$ cat src/rtl/sb_pkg.sv
// Shared types and helpers for the register hazard scoreboard.
//   reg_idx_t : register index for the default 32-entry register file
//   X0        : index of the hard-wired zero register
//   cnt_w()   : width needed to hold a count 0..max inclusive
package sb_pkg;

   localparam int unsigned NREG_DEF = 32;
   localparam int unsigned RW_DEF   = $clog2(NREG_DEF);
   localparam int unsigned X0       = 0;

   typedef logic [RW_DEF-1:0] reg_idx_t;

   // Width of a counter that must represent 0..max_val inclusive.
   function automatic int unsigned cnt_w(input int unsigned max_val);
      return (max_val < 1) ? 1 : $clog2(max_val + 1);
   endfunction

endpackage

$ cat src/rtl/hazard_scoreboard_if.sv
// Decode-stage / completion-channel bundle for hazard_scoreboard.
//   master : decode + completion side (drives issue, sources, cpl_*, clr)
//   slave  : scoreboard side (drives stall_d, pending, outstanding, err_spurious)
interface hazard_scoreboard_if
   import sb_pkg::*;
#(
   parameter int unsigned NREG    = 32,
   parameter int unsigned NCH     = 2,
   parameter int unsigned MAX_OUT = 4
) ();
   localparam int unsigned RW = $clog2(NREG);
   localparam int unsigned OW = cnt_w(MAX_OUT);

   logic              issue_d;
   logic              flush_d;
   logic [RW-1:0]     rs1_d;
   logic [RW-1:0]     rs2_d;
   logic              use_rs1_d;
   logic              use_rs2_d;
   logic [RW-1:0]     rd_d;
   logic              wr_d;
   logic              long_d;
   logic [NCH-1:0]    cpl_valid;
   logic [NCH*RW-1:0] cpl_rd;
   logic              clr;
   logic              stall_d;
   logic [NREG-1:0]   pending;
   logic [OW-1:0]     outstanding;
   logic              err_spurious;

   modport master (
      output issue_d, flush_d, rs1_d, rs2_d, use_rs1_d, use_rs2_d,
             rd_d, wr_d, long_d, cpl_valid, cpl_rd, clr,
      input  stall_d, pending, outstanding, err_spurious
   );

   modport slave (
      input  issue_d, flush_d, rs1_d, rs2_d, use_rs1_d, use_rs2_d,
             rd_d, wr_d, long_d, cpl_valid, cpl_rd, clr,
      output stall_d, pending, outstanding, err_spurious
   );
endinterface

$ cat src/rtl/sb_cpl_decode.sv
// Completion-channel decoder: folds NCH (valid, rd) channels into a one-hot
// clear mask, flags two channels naming one register, and counts how many
// of the cleared registers are actually pending.
//   cpl_valid_i  : per-channel strobe
//   cpl_rd_i     : per-channel register, channel k at [k*RW +: RW]
//   pending_i    : current pending mask
//   clr_mask_c_o : OR of decoded valid channels
//   dup_c_o      : two or more valid channels share a register
//   clr_cnt_c_o  : popcount(pending_i & clr_mask_c_o)
module sb_cpl_decode
   import sb_pkg::*;
#(
   parameter int unsigned NREG = 32,
   parameter int unsigned NCH  = 2
) (
   input  logic [NCH-1:0]               cpl_valid_i,
   input  logic [NCH*$clog2(NREG)-1:0]  cpl_rd_i,
   input  logic [NREG-1:0]              pending_i,
   output logic [NREG-1:0]              clr_mask_c_o,
   output logic                         dup_c_o,
   output logic [cnt_w(NCH)-1:0]        clr_cnt_c_o
);
   localparam int unsigned RW = $clog2(NREG);
   localparam int unsigned CW = cnt_w(NCH);

   logic [NREG-1:0] live_clr;

   // Decode channels; a channel hitting an already-set bit is a duplicate.
   always_comb begin
      clr_mask_c_o = '0;
      dup_c_o      = 1'b0;
      for (int k = 0; k < int'(NCH); k++) begin
         if (cpl_valid_i[k]) begin
            if (clr_mask_c_o[cpl_rd_i[k*RW +: RW]]) dup_c_o = 1'b1;
            clr_mask_c_o[cpl_rd_i[k*RW +: RW]] = 1'b1;
         end
      end
   end

   // Only registers that were really pending retire an operation.
   always_comb begin
      live_clr    = pending_i & clr_mask_c_o;
      clr_cnt_c_o = '0;
      for (int r = 0; r < int'(NREG); r++) begin
         clr_cnt_c_o = clr_cnt_c_o + CW'(live_clr[r]);
      end
   end
endmodule

$ cat src/rtl/hazard_scoreboard.sv
// Register scoreboard for long-latency operations. Tracks destination
// registers owed by outstanding operations and stalls decode on RAW, WAW
// or capacity hazards until a completion channel retires the register.
//   clk, n_rst : clock, asynchronous active-low reset
//   sb         : decode/completion bundle (slave side)
//                stall_d is combinational; pending, outstanding and
//                err_spurious are registered.
module hazard_scoreboard
   import sb_pkg::*;
#(
   parameter int unsigned NREG    = 32,
   parameter int unsigned NCH     = 2,
   parameter int unsigned MAX_OUT = 4,
   parameter int unsigned BYPASS  = 1
) (
   input logic               clk,
   input logic               n_rst,
   hazard_scoreboard_if.slave sb
);
   localparam int unsigned RW  = $clog2(NREG);
   localparam int unsigned OW  = cnt_w(MAX_OUT);
   localparam int unsigned CW  = cnt_w(NCH);
   localparam bit          BYP = (BYPASS != 0);

   logic [NREG-1:0] pend_q, pend_d;
   logic [OW-1:0]   out_q, out_d;
   logic            err_q, err_d;

   logic [NREG-1:0] clr_mask;
   logic            dup;
   logic [CW-1:0]   clr_cnt;

   logic [NREG-1:0] eff_pend;
   logic            raw, waw, cap, stall, accept, real_clr;

   sb_cpl_decode #(
      .NREG (NREG),
      .NCH  (NCH)
   ) u_cpl_decode (
      .cpl_valid_i  (sb.cpl_valid),
      .cpl_rd_i     (sb.cpl_rd),
      .pending_i    (pend_q),
      .clr_mask_c_o (clr_mask),
      .dup_c_o      (dup),
      .clr_cnt_c_o  (clr_cnt)
   );

   // Hazard detection and next-state computation.
   always_comb begin
      eff_pend = pend_q & ~({NREG{BYP}} & clr_mask);
      // Capacity is relieved only by a genuine retirement, so the count
      // can never exceed MAX_OUT.
      real_clr = |(pend_q & clr_mask);
      raw      = (sb.use_rs1_d & eff_pend[sb.rs1_d]) |
                 (sb.use_rs2_d & eff_pend[sb.rs2_d]);
      waw      = sb.wr_d & eff_pend[sb.rd_d];
      cap      = sb.long_d & sb.wr_d & (out_q == OW'(MAX_OUT)) & ~(BYP & real_clr);
      stall    = sb.issue_d & ~sb.flush_d & (raw | waw | cap);
      accept   = sb.issue_d & ~sb.flush_d & ~stall & sb.long_d & sb.wr_d &
                 (sb.rd_d != RW'(X0));

      pend_d = pend_q & ~clr_mask;
      if (accept) pend_d[sb.rd_d] = 1'b1;
      pend_d[0] = 1'b0;
      out_d  = out_q + OW'(accept) - OW'(clr_cnt);
      err_d  = err_q | dup | (|(clr_mask & ~pend_q));

      if (sb.clr) begin
         pend_d = '0;
         out_d  = '0;
         err_d  = 1'b0;
      end
   end

   // Scoreboard state.
   always_ff @(posedge clk or negedge n_rst) begin
      if (!n_rst) begin
         pend_q <= '0;
         out_q  <= '0;
         err_q  <= 1'b0;
      end else begin
         pend_q <= pend_d;
         out_q  <= out_d;
         err_q  <= err_d;
      end
   end

   assign sb.stall_d      = stall;
   assign sb.pending      = pend_q;
   assign sb.outstanding  = out_q;
   assign sb.err_spurious = err_q;
endmodule
$ cat src/flat_wrapper.sv
// flat-port wrapper written by rule: the top's interface ports become plain ports
module hazard_scoreboard_flat import sb_pkg::*;
#(
   parameter int unsigned NREG    = 32,
   parameter int unsigned NCH     = 2,
   parameter int unsigned MAX_OUT = 4,
   parameter int unsigned BYPASS  = 1
)
  (clk, n_rst, sb_issue_d, sb_flush_d, sb_rs1_d, sb_rs2_d, sb_use_rs1_d, sb_use_rs2_d, sb_rd_d, sb_wr_d, sb_long_d, sb_cpl_valid, sb_cpl_rd, sb_clr, sb_stall_d, sb_pending, sb_outstanding, sb_err_spurious);
  hazard_scoreboard_if #(.NREG(NREG), .NCH(NCH), .MAX_OUT(MAX_OUT)) sb_i ();
  input logic clk;
  input logic n_rst;
  input wire logic [$bits(sb_i.issue_d)-1:0] sb_issue_d;
  input wire logic [$bits(sb_i.flush_d)-1:0] sb_flush_d;
  input wire logic [$bits(sb_i.rs1_d)-1:0] sb_rs1_d;
  input wire logic [$bits(sb_i.rs2_d)-1:0] sb_rs2_d;
  input wire logic [$bits(sb_i.use_rs1_d)-1:0] sb_use_rs1_d;
  input wire logic [$bits(sb_i.use_rs2_d)-1:0] sb_use_rs2_d;
  input wire logic [$bits(sb_i.rd_d)-1:0] sb_rd_d;
  input wire logic [$bits(sb_i.wr_d)-1:0] sb_wr_d;
  input wire logic [$bits(sb_i.long_d)-1:0] sb_long_d;
  input wire logic [$bits(sb_i.cpl_valid)-1:0] sb_cpl_valid;
  input wire logic [$bits(sb_i.cpl_rd)-1:0] sb_cpl_rd;
  input wire logic [$bits(sb_i.clr)-1:0] sb_clr;
  output wire logic [$bits(sb_i.stall_d)-1:0] sb_stall_d;
  output wire logic [$bits(sb_i.pending)-1:0] sb_pending;
  output wire logic [$bits(sb_i.outstanding)-1:0] sb_outstanding;
  output wire logic [$bits(sb_i.err_spurious)-1:0] sb_err_spurious;
  assign sb_i.issue_d = sb_issue_d;
  assign sb_i.flush_d = sb_flush_d;
  assign sb_i.rs1_d = sb_rs1_d;
  assign sb_i.rs2_d = sb_rs2_d;
  assign sb_i.use_rs1_d = sb_use_rs1_d;
  assign sb_i.use_rs2_d = sb_use_rs2_d;
  assign sb_i.rd_d = sb_rd_d;
  assign sb_i.wr_d = sb_wr_d;
  assign sb_i.long_d = sb_long_d;
  assign sb_i.cpl_valid = sb_cpl_valid;
  assign sb_i.cpl_rd = sb_cpl_rd;
  assign sb_i.clr = sb_clr;
  assign sb_stall_d = sb_i.stall_d;
  assign sb_pending = sb_i.pending;
  assign sb_outstanding = sb_i.outstanding;
  assign sb_err_spurious = sb_i.err_spurious;
  hazard_scoreboard #(.NREG(NREG), .NCH(NCH), .MAX_OUT(MAX_OUT), .BYPASS(BYPASS)) u_core (.clk(clk), .n_rst(n_rst), .sb(sb_i));
endmodule
$ cat config.mk
export PLATFORM = sky130hd
export DESIGN_NAME = hazard_scoreboard_flat
export DESIGN_NICKNAME = d
export VERILOG_FILES = /design/src/rtl/sb_pkg.sv /design/src/rtl/hazard_scoreboard_if.sv /design/src/rtl/sb_cpl_decode.sv /design/src/rtl/hazard_scoreboard.sv /design/src/flat_wrapper.sv
export SDC_FILE = /design/constraint.sdc
export NUM_CORES = 1
export LEC_CHECK = 0
export BUFFER_PORTS_ARGS = -buffer_cell sky130_fd_sc_hd__buf_2
export CAP_MARGIN = 20
export CELL_PAD_IN_SITES_DETAIL_PLACEMENT = 1
export CELL_PAD_IN_SITES_GLOBAL_PLACEMENT = 2
export CORE_MARGIN = 4
export CORE_UTILIZATION = 38
export DETAILED_ROUTE_END_ITERATION = 7
export PLACE_DENSITY = 0.95
export SLEW_MARGIN = 40
export SYNTH_ARGS = -nofsm -noshare
export SYNTH_HDL_FRONTEND = slang
export SYNTH_SLANG_ARGS = --single-unit
$ cat constraint.sdc
create_clock -name clk -period 11.2 [get_ports clk]
set_input_delay 1.12 -clock clk [delete_from_list [all_inputs] [get_ports clk]]
set_output_delay 1.12 -clock clk [all_outputs]
set_load 0.005 [all_outputs]
==> results of run 1 <==
per-stage QoR:
stage          util (%)  worst slack (ns)  hold WS, ns  instance area [sq um]  power (mW)
6_report           43.0              3.83        0.694                   4970       0.347
3_5_place_dp       41.6              3.59        0.670                   4810       0.211
2_1_floorplan         -              4.15        0.553                   4550       0.191
5_1_grt            42.9              3.61        0.732                   4960       0.359
3_3_place_gp       41.5              3.70        0.653                   4790       0.209
4_1_cts            42.8              3.87        0.679                   4950       0.345
synthesized netlist by cell type (5+ instances only):
library cell	number	area (sq um)
o32ai_1	21	184
o221ai_1	25	219
a211oi_1	5	37.5
o21ai_0	5	25.0
nor3_1	12	60.1
nand4bb_1	6	67.6
nor2b_1	11	68.8
buf_2	17	85.1
inv_1	25	93.8
nor4_1	6	37.5
mux2i_1	11	110
nand2b_1	33	206
nor3b_1	6	45.0
dfrtp_1	35	876
o31ai_1	10	75.1
xor2_1	8	70.1
nor2_1	16	60.1
buf_1	5	18.8
a22oi_1	5	37.5
o22ai_1	35	219
nand4_1	14	87.6
fa_1	16	320
buf_4	5	37.5
nand2_1	56	210
buf_6	6	67.6
clkbuf_1	19	71.3
xnor2_1	13	114
or3_1	5	31.3
nand4b_1	8	70.1
nand3_1	10	50.1
per-layer routing:
metal  up-vias  track usage [%]
met2       366             44.0
li1       2135                -
met1      2448             37.3
met3        80             7.27
met4         0             13.7
met5         -                0
cell usage in the layout (no fill, tap or decap), types with 6 or more instances in the layout:
cell type | synthesis | final
o221ai_1 | 25 | 22
nand2_1 | 56 | 56
o32ai_1 | 21 | 21
nand4bb_1 | 6 | 6
nand4_1 | 14 | 14
nand3_1 | 10 | 10
nor3_1 | 12 | 12
fa_1 | 16 | 16
nor3b_1 | 6 | 6
o22ai_1 | 35 | 35
o31ai_1 | 10 | 10
dfrtp_1 | 35 | 35
nor2_1 | 16 | 16
nor2b_1 | 11 | 11
nand4b_1 | 8 | 8
nor4_1 | 6 | 6
buf_2 | 17 | 70
xnor2_1 | 13 | 13
mux2i_1 | 11 | 11
inv_1 | 25 | 25
nand2b_1 | 33 | 33
xor2_1 | 8 | 8
final cells by class:
| cell class | instances | area (sq um) | share of cell area (%) |
|---|---|---|---|
| repair buffers | 72 | 363 | 7.30 |
| inverters | 25 | 93.8 | 1.89 |
| clock buffers | 6 | 139 | 2.80 |
| multi-input cells | 421 | 3310 | 66.6 |
| clock inverters | 1 | 5.00 | 0.101 |
| flip-flops and latches | 35 | 876 | 17.6 |
| diodes | 1 | 2.50 | 0.0504 |
| well taps | 143 | 179 | 3.60 |
sequential cells by signal (all words and copies together) (netlist names):
signal / count
u_core.sb.pending: 31
u_core.sb.err_spurious: 1
u_core.sb.outstanding: 3
worst paths after layout:
check	start	to
max	sb_cpl_rd[7]	u_core.sb.outstanding[2]
min	u_core.sb.outstanding[2]	u_core.sb.outstanding[2]
max reg2reg	u_core.sb.pending[1]	u_core.sb.outstanding[2]
min reg2reg	u_core.sb.outstanding[2]	u_core.sb.outstanding[2]
max in group asynchronous	n_rst	u_core.sb.pending[29]
min in group asynchronous	n_rst	u_core.sb.pending[24]
power by group:
part | internal (mW) | switching, mW
Sequential | 0.128 | 0.00117
Clock | 0.0866 | 0.0487
Combinational | 0.0249 | 0.0577
Total | 0.239 | 0.108
worst min-delay path, cell delays in order (launching register included):
cell and delay, ns:
dfrtp_1 0.38, xor2_1 0.09, xnor2_1 0.13, nor2_1 0.05
logic make-up (layout without fill, tap and decap cells):
| group | after synthesis | count (layout) | synth area share, % |
|---|---|---|---|
| flops | 35 | 35 | 19.2 |
| other cells | 1 | 2 | 0.0824 |
| buf+inv | 79 | 104 | 8.44 |
| fa+ha+maj | 20 | 20 | 8.14 |
| mux | 15 | 15 | 4.23 |
| compound gates | 152 | 152 | 28.2 |
| simple gates | 212 | 212 | 27.6 |
| xor+xnor | 21 | 21 | 4.04 |
==> impl_summary.md, run 1 <==
Flow run
The number of maximum-capacitance violations is 0.

Final layout
Relative to the synthesized area, the layout overhead comes to 9.16%. Leaving out filler cells and counting taps, the final layout contains 704. The post-route netlist has 18.8% of its cells at a drive strength greater than 1.

Fill cells in the final layout number 1406. In the final design database the tool counted 616 nets.

CTS
The CTS tree is built. The cts-stage hold buffer count is 0. The clock tree root driver cell is clkbuf_16. The count of H-tree levels built during CTS is 2. Counting every sink on the clock net gives 35. After clock tree synthesis, the clock-pin slew on the worst setup and hold paths is 0.05 ns.

In this run, post-CTS repair resized a total of 0 instances. The clock buffer count from CTS is 5. The clock passes through at most 2 buffers.

The clock latency on the worst-skew pair is 0.28 ns. The number of buffers added for setup after CTS is 0.

Setup path
The worst reg2reg path depth is 18. In this run the number of cells on the critical path is 21. The setup slack of the most critical reg-to-reg path is 5.22 ns. The combined buffer and inverter count along the critical path is 3. STA puts the critical path data required time at 11.34 ns.

The critical path goes through buf_2, nand4bb_1, o22a_1, nor2b_1, fa_1, inv_1, fa_1, fa_1, fa_1, fa_1, fa_1, fa_1, xor2_1, xnor2_1, xnor2_1, xnor2_1, ha_1, inv_1, fa_1, xnor2_1, nor2_1. The element type at the critical path end is a register. The largest fanout on the critical path is 11. The type of element launching the critical path is an input pin. The worst setup path is of the input pin to register kind.

The largest stage delay on the critical path is 0.56 ns. The arrival time of data at the critical path endpoint is 7.51 ns. The cell type with the highest occurrence count on the critical path is fa_1.

The cell family with the largest share of critical-path delay is adder cells. The slowest library cell on the worst path is fa_1.

Global route
The number of global-route vias before repair was 5070. The number of antenna violations at the first check in global routing was 0. Global routing consumed, over all layers together, 28.5% of the routing resources. Summed over all layers, the global routing overflow is 0.

The maximum number of pins on one net before global-route repair is 36. The first global-routing pass estimated 30700 um of wire.

Detailed routing
Summed over all nets, wire length on met3 after detailed routing comes to 2390 um. The uppermost layer routed is met4. The final layout contains routed wiring with a total length of 20100 um. The residual antenna-violating net count after detailed routing is 0.

The average wire per cell in the routed design is 28.6 um. The total number of vias is 5029. The first routing iteration left 602 violations. The number of remaining DRC errors is 0.

Using the TritonRoute via totals, the vias-per-cell ratio works out to 7.14. The routed length on met1 is 7870 um. After detailed routing, the met2 layer carries 8830 um of wire. The number of iterations in the first detailed-routing pass is 6.

Hold path
The worst hold path belongs to the class register to register. Along the worst hold path, the cell count comes to 3.

Floorplan
The die is 117 um tall. The number of standard-cell rows in the floorplan is 39. The die covers 0.0138 sq mm. Measured along the x axis, the die boundary spans 117 um. The area of the placeable core is 0.0116 sq mm. The starting density of the core is 39.3%.

73 I/O pins were placed.

Logic synthesis
Synthesis produced a netlist whose cell count is 535. The most instantiated flip-flop cell in the synthesis netlist is dfrtp_1. During synthesis, Yosys emitted a total of 0 warnings. Synthesis instantiated 79 different standard cells from the library. The area of the mapped netlist is 0.00455 sq mm.

The post-synthesis sequential element count is 35. The share of the Yosys chip area taken by registers is 19.2%. After synthesis, the share of flip-flops with an asynchronous set or reset is 100%. Yosys mapped a number of flops with a built-in enable equal to 0. When the netlist entered floorplanning its net count stood at 591. After synthesis, the mean cell area works out to 8.51 sq um.

STA
The sum of negative setup slack is 0 ns. The achievable clock frequency is 136 MHz. Setup violations remaining at the end of the flow were counted as 0. Setup repair after global routing left no endpoint under its margin. The total count of hold-check failures in the final report was 0.

The worst setup skew after layout is 0.00456 ns. The share of the clock period used by the worst path after layout is 65.8%. The number of pins exceeding their max-slew limit in the final report is 0.

The smallest clock period supported by the final layout is computed as 7.37 ns. The transition at the pin with the smallest max-transition slack is 0.842 ns. In this run the tightest slew margin relative to its limit is 43.9%.

Pwr
Dividing total power by cell area gives a power density of 69.8 mW/mm^2. VDD sags by at most 0.0777 mV. The standby leakage power is 1.76 nW.

Placed design
Detailed placement finished with a half-perimeter wire length of 15300 um. The placed instance count is 695. The congestion estimate from routability-driven global placement came to 0.970. The number of port buffers is 71.

Outcome
The run finished with clean final reports.
No activity file was read; power rests on OpenSTA's default activity.
==> inputs of run 2 (changes only) <==
Settings changed: ABC_AREA from default to 1, CORE_UTILIZATION 38 to 30, PLACE_DENSITY 0.95 to 0.89.
Clock period 11.2 ns to 6.8 ns, I/O delays scaled along.
==> impl_summary.md, run 2 <==
Pwr
The share of total power in combinational logic is 31.8% (+8.0 points). The power share of the clock group is 35.0% (-4.0 points). The net switching power of the design came to 0.256 mW (+140%). The share of total power consumed by net switching is 37.4% (+6.3 points). The share of power burned in registers is 33.2% (-3.9 points). The standby leakage power came to 3.07 nW (+75%).

The peak supply drop is 0.0804 mV (+3.5%). The total power draw is 0.685 mW (+98%). The cell-internal power is 0.429 mW (+79%). The power density normalized to cell area is 114 mW/mm^2 (+63%).

CTS
The clock latency on the worst-skew pair was 0.29 ns (about the same). The clock-pin slew on the worst setup and hold paths is 0.06 ns (about the same). The count of H-tree levels built during CTS came to 2 (unchanged). The CTS tree is built. The clock buffer count from CTS is 5 (unchanged).

The worst-case clock buffer depth is 2 (unchanged). The number of buffers added for setup after CTS is 0 (unchanged). The sink count of the clock tree is 35 (unchanged).

The cell sitting at the root of the clock tree is a clkbuf_16.

Global route
The global-route wire length before repair is 37200 um (+21%). The total congestion overflow is 0 (unchanged). The maximum number of pins on one net before global-route repair is 36 (unchanged). The number of global-route vias before repair is 6338 (+25%). The number of antenna violations at the first check in global routing was 0 (unchanged). The global-route usage over all layers was 26.0% (-2.5 points).

Final layout
In the layout the commonest cells are 321 x nand2_1, 132 x nand3_1, 110 x inv_1. The library cell used most frequently in the layout, excluding fill and tap cells, is nand2_1. The area occupied by registers is 876 sq um (unchanged). The share of the core filled with cells in the final layout is 37.3% (-5.6 points).

The area growth from synthesis to layout is 20.4%. The filler cell count in the final layout is 2290 (+63%). The multi-input combinational cell area is 0.00359 sq mm (+8.4%). The final antenna diode count was 0 (-1). The flip-flop count of the largest register, all copies and words added is 31 (unchanged).

The proportion of layout cells with a drive suffix above 1 is 14.8% (-3.9 points). The number of nets in the layout is 1048 (+70%).

Setup path
The worst setup path is captured at a register. In this run the critical register-to-register path is launched from u_core.sb.pending[2]. The worst reg2reg path depth was 19 (+1).

The required time of the critical path is 6.94 ns (-4.40 ns). The category of the critical setup timing path is input pin to register. The type of element launching the critical path is an input pin.

In this run the critical register-to-register path is captured at u_core.sb.outstanding[2]. The setup slack of the most critical reg-to-reg path came to 0.84 ns (-4.38 ns). The largest fanout on the critical path is 5 (-6). The arrival time of data at the critical path endpoint was 6.65 ns (-0.86 ns).

Detailed routing
The total number of vias is 6495 (+29%). The residual antenna-violating net count after detailed routing is 0 (unchanged). The number of remaining DRC errors is 0 (unchanged). The sum of routed wire length over all layers is 24200 um (+20%). The number of vias per cell is 5.38 (-25%). The number of iterations in the first detailed-routing pass was 7 (+1).

The number of violations reported at the end of detailed-routing iteration 0 is 471 (-22%). The average wire per cell in the routed design is 20.0 um (-30%).

Placed design
The routability congestion estimate was 1.04 (+6.7%). The pre-CTS worst setup slack came to -0.222 ns (-3.82 ns). The HPWL after detailed placement is 20100 um (+32%). The number of port buffers is 71 (unchanged).

Logic synthesis
The number of warnings issued by yosys is 0 (unchanged). The share of Yosys cell area claimed by the top area cell type is 24.1% (+4.9 points). The fraction of synthesis flops using an asynchronous set or reset pin is 100% (unchanged).

Yosys attributes the largest share of cell area to nand2_1 24%, dfrtp_1 18%, nand3_1 13%, inv_1 8.4%, nor2_1 6.9%. The net count after synthesis is 952 (+61%). The post-synthesis sequential element count is 35 (unchanged). The area of the mapped netlist is 0.00500 sq mm (+9.8%). The distinct cell type count of the synthesized netlist is 37 (-53%).

The sequential-to-total area share from yosys stat is 17.5% (-1.7 points). The most used flip-flop cell after synthesis is dfrtp_1. The most repeated cell in the gate-level netlist after synthesis is nand2_1. The cell type with the largest total area after synthesis is nand2_1. The number of flops mapped to enable cells by yosys came to 0 (unchanged).

The mean instance size in the synthesized netlist is 5.58 sq um (-34%). The count of mapped cells out of synthesis came to 896 (+67%). In the synthesized netlist, the cells that appear most often are 321 x nand2_1, 132 x nand3_1, 112 x inv_1.

Floorplan
The area of the placeable core was 0.0161 sq mm (+39%). The area enclosed by the die boundary is 0.0188 sq mm (+36%). The height of the die is 137 um (+17%). The number of standard-cell rows in the floorplan is 46 (+18%).

The chip width came to 137 um (+17%). The starting density of the core was 31.0% (-8.3 points). The I/O pin count is 73 (unchanged).

STA
The worst slew margin relative to its limit is 53.0% (+9.1 points). The total count of hold-check failures in the final report is 0 (unchanged). The transition at the pin with the smallest max-transition slack is 0.705 ns (-0.137 ns). The minimum clock period after layout is 6.51 ns.

The worst setup skew after layout was 0.00729 ns (+0.00273 ns). The count of endpoints failing setup in the final report is 0 (unchanged). The share of the clock period used by the worst path after layout is 95.7%. Based on the critical path, the design can be clocked at up to 154 MHz.

The sum of negative setup slack is 0 ns (unchanged). The number of pins exceeding their max-slew limit in the final report is 0 (unchanged). The final worst setup slack came to 0.294 ns (-3.53 ns).

Setup repair after global routing left no endpoint under its margin.

Hold path
The class of the tightest hold or removal check is input pin to asynchronous set/reset pin.

Flow run
The number of maximum-capacitance violations is 0 (unchanged).

Outcome
The flow ran to the end, and the final reports show no timing, DRC or antenna violations.
==> run 2: logic make-up after synthesis <==
family                     Yosys count  synth area share [%]
and+or+nand+nor                    608                  52.5
adders and majority gates           20                  7.41
AOI/OAI and AO/OA                   73                  8.44
DFF                                 35                  17.5
other                                1                0.0750
buffers and inverters              143                  11.3
xor gates and xnor gates            16                  2.80
==> run 2: worst max-delay path: stages <==
cell,delay [ns]
buf_2,0.10
inv_1,0.06
nand2_1,0.08
nor2_2,0.17
buf_4,0.18
buf_4,0.13
nand2_1,0.07
nand2_1,0.09
nand2_1,0.13
fa_1,0.54
fa_1,0.45
fa_1,0.53
fa_1,0.44
fa_1,0.53
fa_1,0.43
fa_1,0.41
xnor2_2,0.15
xnor2_1,0.17
xor2_1,0.20
xnor2_1,0.10
ha_1,0.28
inv_1,0.05
fa_1,0.44
xor2_1,0.17
nor2_1,0.05
==> run 2: area by class of cell <==
class | count | area share (%)
Inverter | 117 | 7.30
Tap cell | 216 | 4.49
Clock buffer | 6 | 2.31
Sequential cell | 35 | 14.6
Timing Repair Buffer | 115 | 11.6
Clock inverter | 1 | 0.0832
Multi-Input combinational cell | 718 | 59.6
==> run 2: per-stage QoR <==
stage / cell area, sq um / hold slack (ns) / cells
after detailed placement: 5850 / 0.685 / 1201
final: 6020 / 0.353 / 1208
after global routing: 6020 / 0.402 / 1208
after CTS: 6000 / 0.378 / 1208
after floorplan: 5000 / 0.384 / 896
after global placement: 5840 / 0.717 / 1201
==> run 2: repair_timing <==
item / CTS / global route
gates resized for setup: 0 / 6
hold buffers: 0 / 0
endpoints found under the setup margin: 0 / 2
==> run 2: power by group through the flow <==
stage / logic, mW / clock network, mW / registers (mW)
after floorplan: 0.130 / 0 / 0.226
after global placement: 0.211 / 0 / 0.231
after detailed placement: 0.214 / 0 / 0.231
after CTS: 0.215 / 0.242 / 0.227
after global routing: 0.242 / 0.250 / 0.228
final: 0.218 / 0.240 / 0.228
==> run 2: worst max-delay path by stage <==
stage / end / slack, ns / startpoint / cells past startpoint
final: u_core.sb.outstanding[2] / 0.29 / sb_cpl_rd[5] / 25
after global routing: u_core.sb.outstanding[2] / 0.01 / sb_cpl_rd[5] / 25
after CTS: u_core.sb.outstanding[2] / 0.09 / sb_cpl_rd[6] / 23
after detailed placement: u_core.sb.outstanding[2] / -0.22 / sb_cpl_rd[6] / 23
after global placement: u_core.sb.outstanding[2] / 0.006 / sb_cpl_rd[6] / 23
after floorplan: u_core.sb.outstanding[2] / 0.51 / sb_cpl_rd[5] / 22
==> run 2: per-layer routing <==
metal / GRT usage, % / share of wire (%)
met5: 0 / 0
met4: 9.37 / 3.5
met3: 2.17 / 6.0
met2: 42.3 / 46
met1: 36.0 / 45
